File: src/rtl/bird_physics.sv
// Per-frame vertical motion engine for the flappy bird: row, velocity and IDLE/PLAY/DEAD state.
// Optional IDLE hover bob is enabled by defining BIRD_HOVER_EN.
module bird_physics #(
    parameter int Y_START  = 240,
    parameter int Y_MIN    = 6,
    parameter int Y_MAX    = 474,
    parameter int GRAVITY  = 1,
    parameter int FLAP_VEL = -7,
    parameter int V_MAX    = 9
) (
    input  logic        clock,
    input  logic        reset_L,
    input  logic        frame_tick,
    input  logic        flap,
    input  logic        collide,
    output logic [31:0] bird_y,
    output logic        playing,
    output logic        game_over
);

    typedef enum logic [1:0] {
        IDLE,
        PLAY,
        DEAD
    } state_t;

    localparam logic signed [10:0] YS  = 11'(Y_START);
    localparam logic signed [10:0] YLO = 11'(Y_MIN);
    localparam logic signed [10:0] YHI = 11'(Y_MAX);
    localparam logic signed [7:0]  FV  = 8'(FLAP_VEL);
    localparam logic signed [8:0]  GV  = 9'(GRAVITY);
    localparam logic signed [8:0]  VM  = 9'(V_MAX);

    state_t state_q, state_d;
    logic signed [10:0] y_q, y_d;
    logic signed [7:0]  vel_q, vel_d;
    logic flap_prev_q, flap_prev_d;
    logic flap_pend_q, flap_pend_d;
    logic playing_q, playing_d;
    logic game_over_q, game_over_d;

    logic               flap_rise;
    logic               flap_req;
    logic signed [8:0]  vel_inc;
    logic signed [7:0]  v_new;
    logic signed [10:0] y_next;

`ifdef BIRD_HOVER_EN
    logic [3:0] hov_q, hov_d;
`endif

    always_comb begin
        flap_rise = flap & ~flap_prev_q;
        flap_req  = flap_pend_q | flap_rise;

        // Wider add so a large velocity plus gravity cannot wrap before saturation.
        vel_inc = {vel_q[7], vel_q} + GV;
        if (flap_req) begin
            v_new = FV;
        end else if (vel_inc > VM) begin
            v_new = VM[7:0];
        end else begin
            v_new = vel_inc[7:0];
        end
        y_next = y_q + 11'(v_new);

        flap_prev_d = flap;
        flap_pend_d = frame_tick ? 1'b0 : flap_req;
        state_d     = state_q;
        y_d         = y_q;
        vel_d       = vel_q;
`ifdef BIRD_HOVER_EN
        hov_d       = hov_q;
`endif

        if (frame_tick) begin
            unique case (state_q)
                IDLE: begin
                    if (flap_req) begin
                        state_d = PLAY;
                        y_d     = y_next;
                        vel_d   = FV;
`ifdef BIRD_HOVER_EN
                        hov_d   = 4'd0;
`endif
                    end else begin
                        vel_d = 8'sd0;
`ifdef BIRD_HOVER_EN
                        hov_d = hov_q + 4'd1;
                        y_d   = hov_d[3] ? (YS - 11'sd2) : YS;
`else
                        y_d   = YS;
`endif
                    end
                end
                PLAY: begin
                    // Collision freezes the bird where it is, even over a flap.
                    if (collide) begin
                        state_d = DEAD;
                    end else if (y_next >= YHI) begin
                        y_d     = YHI;
                        vel_d   = 8'sd0;
                        state_d = DEAD;
                    end else if (y_next < YLO) begin
                        y_d   = YLO;
                        vel_d = 8'sd0;
                    end else begin
                        y_d   = y_next;
                        vel_d = v_new;
                    end
                end
                DEAD: begin
                    if (flap_req) begin
                        state_d = IDLE;
                        y_d     = YS;
                        vel_d   = 8'sd0;
`ifdef BIRD_HOVER_EN
                        hov_d   = 4'd0;
`endif
                    end
                end
                default: begin
                    state_d = IDLE;
                    y_d     = YS;
                    vel_d   = 8'sd0;
                end
            endcase
        end

        playing_d   = (state_d == PLAY);
        game_over_d = (state_d == DEAD);
    end

    always_ff @(posedge clock) begin
        if (!reset_L) begin
            state_q     <= IDLE;
            y_q         <= YS;
            vel_q       <= 8'sd0;
            flap_prev_q <= 1'b0;
            flap_pend_q <= 1'b0;
            playing_q   <= 1'b0;
            game_over_q <= 1'b0;
`ifdef BIRD_HOVER_EN
            hov_q       <= 4'd0;
`endif
        end else begin
            state_q     <= state_d;
            y_q         <= y_d;
            vel_q       <= vel_d;
            flap_prev_q <= flap_prev_d;
            flap_pend_q <= flap_pend_d;
            playing_q   <= playing_d;
            game_over_q <= game_over_d;
`ifdef BIRD_HOVER_EN
            hov_q       <= hov_d;
`endif
        end
    end

    assign bird_y    = {21'b0, y_q};
    assign playing   = playing_q;
    assign game_over = game_over_q;

endmodule

File: config.mk
export PLATFORM = sky130hd
export DESIGN_NAME = bird_physics
export DESIGN_NICKNAME = d
export VERILOG_FILES = /design/src/rtl/bird_physics.sv
export SDC_FILE = /design/constraint.sdc
export NUM_CORES = 1
export LEC_CHECK = 0
export ABC_AREA = 0
export CORE_MARGIN = 2
export CORE_UTILIZATION = 47
export CTS_CLUSTER_SIZE = 16
export DETAILED_ROUTE_END_ITERATION = 6
export GPL_TIMING_DRIVEN = 0
export PLACE_DENSITY_LB_ADDON = 0.25
export REMOVE_ABC_BUFFERS = 1
export SLEW_MARGIN = 30
export SYNTH_ARGS = -nofsm -noshare
export SYNTH_HDL_FRONTEND = slang
export SYNTH_SLANG_ARGS = --single-unit
File: constraint.sdc
create_clock -name clock -period 4.65 [get_ports clock]
set_input_delay 1.1625 -clock clock [delete_from_list [all_inputs] [get_ports clock]]
set_output_delay 1.1625 -clock clock [all_outputs]
set_load 0.01 [all_outputs]
# Yosys cells after proc, flatten, opt, wreduce, memory -nomap -nowiden
# Cells that the tools add are included.
# totals
register_bits	25
in_bits	5
out_inout_bits	34
wordCells	45
# op_classes
addsub	2
magnitude_cmp	3
n_eq_ne	6
n_mux	20
n_bitwise	4
reduce_logical	3
# ops
op	n
$mux W8	7
$mux W11	5
$pmux W11 S3	1
$pmux W8 S3	1
$add A11 B8 Y11	1
$ge A11 B10 Y1 const B	1
$lt A11 B4 Y1 const B	1
$mux W2	5
$add A8 B2 Y9 const B	1
$gt A9 B5 Y1 const B	1
$pmux W2 S3	1
$eq A2 B1 Y1 const B	2
$eq A2 B2 Y1 const B	2
$ne A2 B2 Y1 const B	2
$reduce_and A3 Y1	1
$logic_not A2 Y1	1
$not A1 Y1	2
$reduce_or A2 Y1	1
$and A1 B1 Y1	1
$or A1 B1 Y1	1

# Logic depth before layout (Yosys ltp)
# logic_depth
word_depth	11
ltp_mapped	21
mapped_depth_nobuf	21

# Worst setup path after synthesis
# No wires, ideal clock.
# synth_path
path_type	input-to-reg
start	input flap
end	register vel_q[5]
setup_ns	0.061
t_arrival_ns	4.604
required_time_ns	4.589
path_slack_ns	-0.015
stages	15
n_path_buf	0
cell_sequence	nor2b_1 nor2_1 o21a_1 nand2_1 ha_1 fa_1 a211oi_1 o21ai_0 nand4_1 nand2_1 xor2_1 nor4_1 ha_1 o31ai_1 a32o_1
# synth_via
elab_chain_cells	9
word_cells_on_any_way	13
classes_between	add/sub: 1; order compare: 2; eq/ne: 1; mux: 6; bitwise: 2; reduce/logical: 1
# synth_rtl
element	line_no	source
from (decl)	14	input logic flap,
$and A1 B1 Y1 *	53	flap_rise = flap & ~flap_prev_q;
$or A1 B1 Y1 *	54	flap_req = flap_pend_q | flap_rise;
$mux W8	58	if (flap_req) begin
$add A11 B8 Y11	65	y_next = y_q + 11'(v_new);
$lt A11 B4 Y1	104	end else if (y_next < YLO) begin
$mux W8	104	
$mux W8	100	end else if (y_next >= YHI) begin
$mux W8	98	if (collide) begin
$pmux W8 S3	77	unique case (state_q)
to (signal assigned)	149	vel_q <= vel_d;
to (decl)	36	logic signed [7:0] vel_q, vel_d;
# Every way passes the cells marked *; elsewhere a longest branch is shown, timed or not. The select of a mux whose other input is x is not followed.
# A chain may end at the register's enable or synchronous reset.

# Worst setup path in the final report
# layout_path
start	register vel_q[0]
end	register vel_q[6]
# layout_via
elab_chain_cells	10
word_cells_on_any_way	11
classes_between	add/sub: 2; order compare: 3; mux: 6
# layout_rtl
element	line_no	source
$add A8 B2 Y9 *	57	vel_inc = {vel_q[7], vel_q} + GV;
$gt A9 B5 Y1	60	end else if (vel_inc > VM) begin
$mux W8 *	60	
$mux W8 *	58	
$add A11 B8 Y11	65	
$lt A11 B4 Y1	104	
$mux W8	104	
$mux W8 *	100	
$mux W8 *	98	
$pmux W8 S3 *	77	
# Marked as above.

==> out/summary.txt <==
Total of max-cap violations: 0
Initial Util: 49.7%
Crit path max-delay family: compound AO/OA/AOI/OAI gates
DPL Wire Length: 3480 µm
Num CTS Buffers: 3
Comb power frac: 56.6%
Fin crit period: 4520 ps
Die Height: 69.5 µm
Clock sink count: 25
Post-Route WL: 5090 µm
Seq pwr share: 28.7%
Clock buffer depth: 2
Synth area leader: dfxtp_1
Post-route setup slack: 130 ps
Final hold slack: 514 ps
Core area: 4060 µm²
Crit start category: flip-flop
Psw: 0.000374 W
Worst skew pair latency: 270 ps
Global-route wire length before repair: 7600 µm
Final setup violation count: 0
Slowest CP cell: a2111o_1
Post-synth EDFFs: 0
Share of the synthesized area in the top cell type: 24.8%
Pins Over Slew Limit: 0
Fin nets: 297
Fin cells: 327
Mean routed wirelength per cell: 15.6 µm
Tcrit/Tclk final: 97.2%
R2r setup slk: 130 ps
Site Rows: 23
Post-Place Cells: 310
Synth cell count leaders: dfxtp_1, nand2_1, buf_4
Top post-synthesis cells by area: dfxtp_1, ha_1, buf_4
Asr flop ratio synth: 0%
DP Worst Slack: -1270 ps
Die W: 69.5 µm
Pleak: 0.993 nW
Min-delay src: y_q[6]
DR vias: 1888
Post-synth cell types: 53
Slew @ Worst Pin: 602 ps
Crit path DAT: 4690 ps
Hold Buf Count CTS: 0
Area Overhead vs Synth: 22.5%
Post-Syn Instances: 251
CP max stage delay: 420 ps
Switching share of total power: 41.6%
Reg2Reg Capture Point: vel_q[6]
Post-DRT Antenna Nets: 0
Rel. slew slack: 59.8%
CTS Root Buffer Type: clkbuf_8
CTS tree: done
DR pass1 iterations: 4
Status: complete, no violations
Warnings, synthesis: 0
Register bit count reported by yosys: 25
Hold Path Stages: 2
Req. time, crit path: 4820 ps
CP Cell Sequence: inv_2, ha_4, nor2b_1, o21a_1, o32ai_1, nor4_2, o21a_1, nand2_2, ha_4, fa_2, buf_4, a21o_1, a21oi_2, xnor2_2, or3b_1, a2111o_1, a21oi_4, buf_12, o31ai_4, a32o_1
Cell Area, Synth: 2020 µm²
Die area: 4830 µm²
Predominant post-synthesis flop cell: dfxtp_1
Clock skew: 3.80 ps
VDD IR max: 0.000295 V
R2R depth: 20
Io pins: 39
Share of post-route cells with drive strength above 1: 18.1%
Seq/Total Area, Yosys: 24.8%
Tot Pwr: 0.000898 W
Worst setup path class: flip-flop to flip-flop
# fillers: 361
Antenna Cells: 0
Seq. cell area: 508 µm²
H-tree Lvls: 1
Placer Congestion: 0.860
Syn Area/Cell: 8.04 µm²
Starting DRT DRC Count: 182
Hold Path Sink: y_q[6]
Overflow after GRT: 0
Buffers on Ports: 17
Clk pwr share: 14.7%
Pwr dens: 363 nW/µm²
CP startpoint: vel_q[0]
Vias per cell: 5.77
Residual DRC count: 0
Largest net degree at the start of global routing: 21
Vias in the first global route: 1622
Max Fanout on Critical Path: 9
Total global-route track usage: 19.0%
Multi-input logic area: 1540 µm²
Most numerous cell in the Yosys netlist: dfxtp_1
Crit Reg-Reg Startpoint: vel_q[0]
Max Freq: 221 MHz
Hold violation total from the final report: 0
CTS clock-pin slew for the worst setup and hold paths: 90 ps
CP Depth: 20
CP Capture Type: flip-flop
Int Pwr: 0.000525 W
Initial antenna violation count: 0
Min-Delay Path Class: flip-flop to flip-flop
CP Buf/Inv Count: 3
[placed cells by master (no fill, tap or decap), types with 3 or more instances in the layout]
cell type | netlist | routed
a21oi_2 | 2 | 4
xor2_1 | 9 | 8
ha_4 | 0 | 3
clkdlybuf4s50_1 | 0 | 16
nand3_1 | 10 | 10
o21ai_1 | 0 | 3
o21a_1 | 3 | 3
a32o_1 | 7 | 7
inv_1 | 6 | 5
a31oi_1 | 6 | 6
xnor2_1 | 6 | 5
nand2b_1 | 3 | 3
buf_4 | 21 | 11
clkbuf_8 | 0 | 3
nor2_1 | 18 | 16
nand4_1 | 5 | 5
and2_1 | 4 | 4
a21o_1 | 4 | 4
a21oi_1 | 15 | 12
ha_1 | 13 | 8
o21ai_0 | 17 | 14
dfxtp_1 | 25 | 23
nand2_1 | 24 | 22
o21bai_1 | 4 | 4
conb_1 | 1 | 21
[layout make-up]
cell class | instances | area share, %
Clock buffer | 4 | 1.82
Inverter | 6 | 0.911
Timing Repair Buffer | 30 | 11.8
Tap cell | 50 | 2.53
Sequential cell | 25 | 20.5
Multi-Input combinational cell | 212 | 62.4
[timing repair]
action,in CTS,in global routing
pin swaps,16,15
endpoints found under the setup margin,23,23
hold endpoints to repair,0,0
setup buffers,8,6
resized for setup,21,18
[routing by layer]
metal	vias up	track usage [%]	routed length (µm)
met4	0	2.61	19
met2	65	29.6	2460
met1	896	28.5	2350
met3	4	2.62	262
li1	923	-	-
met5	-	0	0
[sequential cells by signal, summed over array words and instances, names as in the netlist]
| signal | cells |
|---|---|
| game_over | 1 |
| y_q | 11 |
| vel_q | 8 |
| playing | 1 |
| flap_pend_q | 1 |
| flap_prev_q | 1 |
| state_q | 2 |
[through the flow]
stage	TNS [ps]	cell area [µm²]	utilization (%)
6_report	0	2470	60.9
5_1_grt	-757	2470	60.9
4_1_cts	0	2340	57.6
3_5_place_dp	-23430	2130	52.6
3_3_place_gp	-22910	2130	52.6
2_1_floorplan	-870	1900	-
[logic make-up after synthesis]
logic type,synth area share [%]
simple gates,21.9
compound gates,25.6
buf+inv,10.7
flops,24.8
xor+xnor,7.32
fa+ha+maj,9.05
other cells,0.186
mux,0.496
[power by group through the flow]
| stage | Combinational, W | Clock, W | Sequential (W) |
|---|---|---|---|
| 3_5_place_dp | 0.000356 | 0 | 0.000260 |
| 6_report | 0.000508 | 0.000132 | 0.000258 |
| 3_3_place_gp | 0.000355 | 0 | 0.000260 |
| 5_1_grt | 0.000549 | 0.000143 | 0.000261 |
| 2_1_floorplan | 0.000261 | 0 | 0.000261 |
| 4_1_cts | 0.000435 | 0.000133 | 0.000256 |
[worst max path at each step]
stage	endpoint	slack (ps)
6_report	vel_q[6]	130
5_1_grt	vel_q[2]	-130
4_1_cts	y_q[3]	4
3_5_place_dp	vel_q[5]	-1270
3_3_place_gp	y_q[0]	-1230
2_1_floorplan	vel_q[6]	-150
[worst min-delay path, cell delays in order, from the launching register on]
cell,delay (ps)
dfxtp_1,330
nor2_1,100
a31oi_1,40
Note: power is estimated with default switching activity, not from simulation.
